### config.mk
export PLATFORM = sky130hd
export DESIGN_NAME = seq_event_logger
export DESIGN_NICKNAME = d
export VERILOG_FILES = /design/src/rtl/seq_event_logger.sv
export SDC_FILE = /design/constraint.sdc
export NUM_CORES = 1
export LEC_CHECK = 0
export ABC_AREA = 1
export CORE_UTILIZATION = 35
export CTS_BUF_LIST = sky130_fd_sc_hd__clkbuf_16
export CTS_CLUSTER_SIZE = 24
export DETAILED_ROUTE_END_ITERATION = 12
export SLEW_MARGIN = 30
export SYNTH_ARGS = -nofsm -noshare
export SYNTH_HDL_FRONTEND = slang
export SYNTH_SLANG_ARGS = --single-unit
### constraint.sdc
create_clock -name clk -period 5.4 [get_ports clk]
set_input_delay 1.08 -clock clk [delete_from_list [all_inputs] [get_ports clk]]
set_output_delay 1.08 -clock clk [all_outputs]
set_load 0.02 [all_outputs]
### src/rtl/seq_event_logger.sv
// Timestamped event logger: stamps each accepted sequence detection into a small FIFO
// drained over valid/ready. Define SEQ_EVENT_LOGGER_IRQ_EN to build the level/overflow irq.
module seq_event_logger #(
    parameter int TS_WIDTH  = 16,
    parameter int CNT_WIDTH = 16,
    parameter int DEPTH     = 8,
    parameter int IRQ_LEVEL = 4
) (
    input  logic                     clk,
    input  logic                     reset_n,
    input  logic                     enable,
    input  logic                     clear,
    input  logic                     sequence_found,
    output logic                     evt_valid,
    input  logic                     evt_ready,
    output logic [TS_WIDTH-1:0]      evt_timestamp,
    output logic [CNT_WIDTH-1:0]     evt_index,
    output logic [$clog2(DEPTH):0]   level,
    output logic                     overflow,
    output logic [CNT_WIDTH-1:0]     drop_count,
    output logic [CNT_WIDTH-1:0]     total_count,
    output logic                     irq
);

    localparam int AW = $clog2(DEPTH);
    localparam int LW = AW + 1;

    if (DEPTH < 2 || (1 << AW) != DEPTH || IRQ_LEVEL < 1 || IRQ_LEVEL > DEPTH) begin : g_bad_params
        $error("seq_event_logger: DEPTH must be a power of two >= 2 and IRQ_LEVEL in 1..DEPTH");
    end

    logic [AW:0]          wptr;
    logic [AW:0]          rptr;
    logic [TS_WIDTH-1:0]  ts;
    logic [TS_WIDTH-1:0]  ts_mem  [DEPTH];
    logic [CNT_WIDTH-1:0] idx_mem [DEPTH];
    logic                 empty;
    logic                 full;
    logic                 detect;
    logic                 pop;
    logic                 push;

    assign empty  = (wptr == rptr);
    assign full   = (wptr[AW] != rptr[AW]) && (wptr[AW-1:0] == rptr[AW-1:0]);
    assign detect = sequence_found && enable && !clear;
    assign pop    = !empty && evt_ready && !clear;
    // A pop in the same cycle frees the slot, so a full FIFO still accepts the push.
    assign push   = detect && (!full || pop);

    assign evt_valid = !empty;
    assign level     = wptr - rptr;

    // Storage is not reset, so mask the head while empty to keep outputs at 0 after reset.
    assign evt_timestamp = empty ? '0 : ts_mem[rptr[AW-1:0]];
    assign evt_index     = empty ? '0 : idx_mem[rptr[AW-1:0]];

    always_ff @(posedge clk or negedge reset_n) begin
        // NOTE: state registers use non-blocking assignments so every update sees pre-edge values.
        if (!reset_n) begin
            wptr        <= '0;
            rptr        <= '0;
            ts          <= '0;
            total_count <= '0;
            drop_count  <= '0;
            overflow    <= 1'b0;
        end else if (clear) begin
            wptr        <= '0;
            rptr        <= '0;
            ts          <= '0;
            total_count <= '0;
            drop_count  <= '0;
            overflow    <= 1'b0;
        end else begin
            ts <= ts + 1'b1;
            if (pop) begin
                rptr <= rptr + 1'b1;
            end
            if (push) begin
                wptr <= wptr + 1'b1;
            end
            if (detect) begin
                total_count <= total_count + 1'b1;
                if (!push) begin
                    overflow <= 1'b1;
                    if (drop_count != '1) begin
                        drop_count <= drop_count + 1'b1;
                    end
                end
            end
        end
    end

    // NOTE: the entry array has no reset; its contents are never observed while empty.
    always_ff @(posedge clk) begin
        if (push) begin
            ts_mem[wptr[AW-1:0]]  <= ts;
            idx_mem[wptr[AW-1:0]] <= total_count;
        end
    end

`ifdef SEQ_EVENT_LOGGER_IRQ_EN
    logic irq_q;

    always_ff @(posedge clk or negedge reset_n) begin
        if (!reset_n) begin
            irq_q <= 1'b0;
        end else if (clear) begin
            irq_q <= 1'b0;
        end else begin
            irq_q <= (level >= LW'(IRQ_LEVEL)) || overflow;
        end
    end

    assign irq = irq_q;
`else
    assign irq = 1'b0;
`endif

endmodule
== Word-level counts from Yosys, hierarchy flattened ==
Memories as Yosys holds them, arrays and structs flattened.
Index checks and enable logic that the tools add are counted.

* Bits in registers: 57
* RAM bits: 256
* Input port bits: 6
* Output and inout bits: 71
* Memories: 2

* $add $sub $neg: 6
* Equality and inequality tests: 5
* Mux-type cells: 18
* Reductions and logical operators: 16

{| class="wikitable"
|+ Memory list
! memory !! depth !! bits a word !! read ports !! clocked after memory_dff !! write ports !! RTL line !! source
|-
| idx_mem || 8 || 16 || 1 || 0 || 1 || 36 || <nowiki>logic [CNT_WIDTH-1:0] idx_mem [DEPTH];</nowiki>
|-
| ts_mem || 8 || 16 || 1 || 0 || 1 || 35 || <nowiki>logic [TS_WIDTH-1:0] ts_mem [DEPTH];</nowiki>
|}

{| class="wikitable"
|+ Operators with widths
! kind !! number
|-
| $mux W16 || 9
|-
| $add A16 B1 Y16 const B || 3
|-
| $mux W4 || 4
|-
| $ne A16 B16 Y1 const B || 1
|-
| $add A4 B1 Y4 const B || 2
|-
| $reduce_bool A2 Y1 || 4
|-
| $logic_and A1 B1 Y1 || 6
|-
| $mux W1 || 5
|-
| $eq A4 B4 Y1 || 1
|-
| $sub A4 B4 Y4 || 1
|-
| $eq A3 B3 Y1 || 1
|-
| $logic_not A1 Y1 || 3
|-
| $reduce_and A3 Y1 || 1
|-
| $ne A2 B2 Y1 const B || 1
|-
| $reduce_and A2 Y1 || 1
|-
| $logic_or A1 B1 Y1 || 1
|-
| $ne A1 B1 Y1 || 1
|}

== Logic depth before layout (Yosys ltp) ==
* Depth in word-level cells: 9
* Mapped depth: 13
* Gate-level depth less buffers: 11

== Worst setup path after synthesis ==
Ideal clock, no wire load.

* Path type: in2reg
* From: in sequence_found
* To: mem idx_mem[6][0], enable pin
* Library setup time: 461 ps
* Data arrival time: 4,000 ps
* Setup slack: 939 ps
* Stages: 6
* Cells stage by stage: nand2_1 nor2_1 nand2_1 inv_1 nand2_1 nor3_1

* Word-level cells in the longest chain between the ends: 5

{| class="wikitable"
|+ Ends and longest elaborated chain
! element !! RTL line !! source
|-
| start, declared || 13 || <nowiki>input logic sequence_found,</nowiki>
|-
| $logic_and A1 B1 Y1 (2 in series) || 45 || <nowiki>assign detect = sequence_found && enable && !clear;</nowiki>
|-
| $logic_and A1 B1 Y1 || 48 || <nowiki>assign push = detect && (!full || pop);</nowiki>
|-
| $mux W1 || 95 || <nowiki>if (push) begin</nowiki>
|-
| $mux W1 (implied by the code) || 97 || <nowiki>idx_mem[wptr[AW-1:0]] <= total_count;</nowiki>
|-
| end, declared || 36 ||
|}

Every way passes these cells.

== Worst setup path after layout ==
* From: reg rptr[0]
* To: out evt_timestamp[13]

* Word-level cells in the longest chain between the ends: 2

{| class="wikitable"
|+ Ends and longest elaborated chain
! element !! RTL line !! source
|-
| start, declared || 33 || <nowiki>logic [AW:0] rptr;</nowiki>
|-
| start signal, assigned || 76 || <nowiki>rptr <= rptr + 1'b1;</nowiki>
|-
| $mem_v2 Z8 W16 or $eq A4 B4 Y1 (tied branches) || - ||
|-
| $mux W16 * || 54 || <nowiki>assign evt_timestamp = empty ? '0 : ts_mem[rptr[AW-1:0]];</nowiki>
|-
| end, declared || 16 || <nowiki>output logic [TS_WIDTH-1:0] evt_timestamp,</nowiki>
|}

Mark *: on every way between the ends. The rest lies on a longest branch, timed or not.

==> results.py <==
metrics = {
    "status": {
        "outcome": "complete, no violations",
    },
    "routing": {
        "remaining_drc_errors": 0,
        "drtIter0Drc": 633,
        "wl_per_cell_um": 17.0,
        "vias": 9175,
        "viasPerCell": 4.99,
        "wl_mm": 31.2,
        "ant_nets": 0,
        "first_pass_iters": 5,
    },
    "timing": {
        "setup_viol": 0,
        "holdWs_ps": 555,
        "slew_violations": 0,
        "setup_tns_ps": 0,
        "period_share_pct": 83.6,
        "hold_viol_final": 0,
        "slew_headroom_pct": 37.3,
        "fin_worst_skew_ps": 22.2,
        "worst_slew_pin_slew_ps": 940,
        "grt_setup_unrepaired": "false",
        "fmax_mhz": 222,
        "period_needed_ps": 4510,
    },
    "die": {
        "rows": 71,
        "fp.dieArea_um2": 39000,
        "design.core.area_um2": 37700,
        "die_h_um": 198,
        "die_w_um": 198,
        "initial_core_util_pct": 35.5,
        "ios": 77,
    },
    "global_routing": {
        "grt_pass1_vias": 8966,
        "grt_max_degree": 100,
        "gr-total-overflow": 0,
        "grt_use_total_pct": 16.3,
        "grt_first_pass_wirelength_mm": 49.6,
        "antenna_found_initial": 0,
    },
    "min_path": {
        "hp-class": "register to register",
        "hp-start": "overflow",
    },
    "synthesis": {
        "synth.area.top_cells": "edfxtp_1, dfrtp_1, nor2_1, o21ai_0, nand2_1",
        "postSynthCellCount": 1227,
        "async_flop_share_pct": 18.2,
        "synth-seq-cells": 313,
        "netlist.area_leader.share_pct": 57.4,
        "synth_edf_count": 256,
        "syn_nets": 1242,
        "synthFlopType": "edfxtp_1",
        "ys_types": 35,
        "syn_area_per_cell_um2": 10.9,
        "synth.yosys.seq_area_share_pct": 68.1,
        "yosys_warnings": 0,
        "syn-cell-area_um2": 13400,
        "netlist.top_cell.by_area": "edfxtp_1",
    },
    "clocking": {
        "cts_setup_buffers": 0,
        "numCtsBuffers": 34,
        "cts_resized": 0,
        "path_clk_slew_ps": 60,
        "hold_buffers": 0,
        "worstSkewPairLatency_ps": 510,
        "cts_sinks": 313,
        "root_buffer": "clkbuf_16",
        "htreeDepth": 2,
        "clockBufferDepth": 3,
        "cts_tree": "yes",
    },
    "worst_setup_path": {
        "cp_common_cell": "nor2_1",
        "cp_max_fo": 92,
        "cp_slowest_cell": "buf_4",
        "end_kind": "primary output",
        "critPathKind": "register to primary output",
        "reg2reg_slack_ps": 2180,
        "cp_cell_sequence": "buf_4 -> o21ai_0 -> o22ai_1 -> nor2_1 -> nor2_1 -> clkdlybuf4s50_1",
        "cp_data_arrival_time_ps": 3430,
        "cp-start-kind": "register",
        "reg2reg_from": "rptr[0]",
        "cp.required_ps": 4320,
        "startpoint": "rptr[0]",
        "max_stage_delay_ps": 790,
    },
    "final_layout": {
        "insertedDiodeCount": 0,
        "syn_to_final_growth_pct": 19.3,
        "layout-drive-gt1-share_pct": 8.06,
        "layout.nets": 1318,
    },
    "pwr": {
        "powerDensity_nw_per_um2": 367,
        "power.leakage_nw": 5.69,
        "ir_drop_mv": 0.183,
    },
    "place": {
        "portBuffers": 75,
        "dpl.hpwl_mm": 18.6,
        "place.gp.congestion": 0.857,
    },
    "flow_run": {
        "maxCapViolCount": 0,
    },
}
through the flow:
stage               cells  setup WS, ps  total power (W)  cell area, um^2  util (%)
floorplan            1227           939          0.00325            13400         -
global placement     1774          1360          0.00361            14700      39.1
detailed placement   1778          1380          0.00362            14800      39.4
CTS                  1838           816          0.00590            16000      42.4
global route         1838           672          0.00610            16000      42.4
finish               1838           886          0.00585            16000      42.4
routing by layer:
metal,track usage (%),vias to the layer above,part of all wire [%]
li1,-,4434,-
met5,0,-,0
met1,22.6,4469,47
met2,26.7,233,47
met4,3.88,0,1.5
met3,2.77,39,5.4
final timing paths:
| check | depth (start not counted) | to |
|---|---|---|
| setup / recovery | 6 | evt_timestamp[13] |
| hold reg to reg | 2 | overflow |
| min in group asynchronous | 2 | total_count[12] |
| hold / removal | 2 | overflow |
| max in group asynchronous | 2 | rptr[0] |
| setup reg to reg | 9 | ts_mem[2][14] |
synth_stat cells (all sizes together), types with 2 or more instances:
| cell type | instances |
|---|---|
| a21oi | 15 |
| buf | 22 |
| clkbuf | 38 |
| dfrtp | 57 |
| edfxtp | 256 |
| ha | 8 |
| inv | 58 |
| nand2 | 155 |
| nand3 | 38 |
| nand4 | 14 |
| nor2 | 301 |
| nor3 | 14 |
| o211ai | 32 |
| o21ai | 164 |
| o21bai | 2 |
| o22ai | 32 |
| xnor2 | 2 |
| xor2 | 11 |
placed cells by master (no fill, tap or decap), drive strengths merged, types with 2 or more instances in the layout:
| master | count |
|---|---|
| bufinv | 4 |
| inv | 65 |
| o21bai | 2 |
| nor2 | 301 |
| o211ai | 32 |
| edfxtp | 256 |
| o21ai | 164 |
| clkdlybuf4s50 | 74 |
| clkinv | 12 |
| buf | 26 |
| xor2 | 11 |
| nor3 | 14 |
| nand2 | 155 |
| clkinvlp | 2 |
| nand4 | 14 |
| xnor2 | 2 |
| a21oi | 15 |
| o22ai | 32 |
| dfrtp | 57 |
| clkbuf | 35 |
| ha | 8 |
| nand3 | 38 |
cell type report:
| class | count | area, um^2 |
|---|---|---|
| fillers | 3592 | 21700 |
| flip-flops and latches | 313 | 9120 |
| multi-input cells | 796 | 3840 |
| repair buffers | 100 | 1030 |
| clock buffers | 35 | 876 |
| well taps | 511 | 639 |
| clock inverters | 25 | 234 |
| inverters | 58 | 219 |
state kept, by name (all words and copies together), names as in the netlist:
signal and count:
idx_mem 128, ts_mem 128, drop_count 16, total_count 16
ts 16, rptr 4, wptr 4, overflow 1
where the power goes:
part | total [W] | internal, W | switching (W)
clock network | 0.00229 | 0.00137 | 0.000918
logic | 0.000882 | 0.000315 | 0.000566
registers | 0.00268 | 0.00262 | 0.0000551
total | 0.00585 | 0.00431 | 0.00154
kinds of logic (layout without fill, tap and decap cells):
kind of cell,Yosys count,count (layout),synth area share (%)
AO/OA/AOI/OAI,248,248,10.4
XOR/XNOR,13,13,0.851
adder cells (fa/ha/maj),9,9,0.898
buffers and inverters,118,218,3.61
flip-flops,313,313,68.1
other,1,1,0.0280
AND/OR/NAND/NOR,525,525,16.1
worst max-delay path, delay by kind of cell (launching register included):
| family | cells | cell delay, ps |
|---|---|---|
| buf+inv | 2 | 1440 |
| flops | 1 | 700 |
| compound gates | 2 | 410 |
| simple gates | 2 | 320 |
Power figures use the tool's default switching activity.
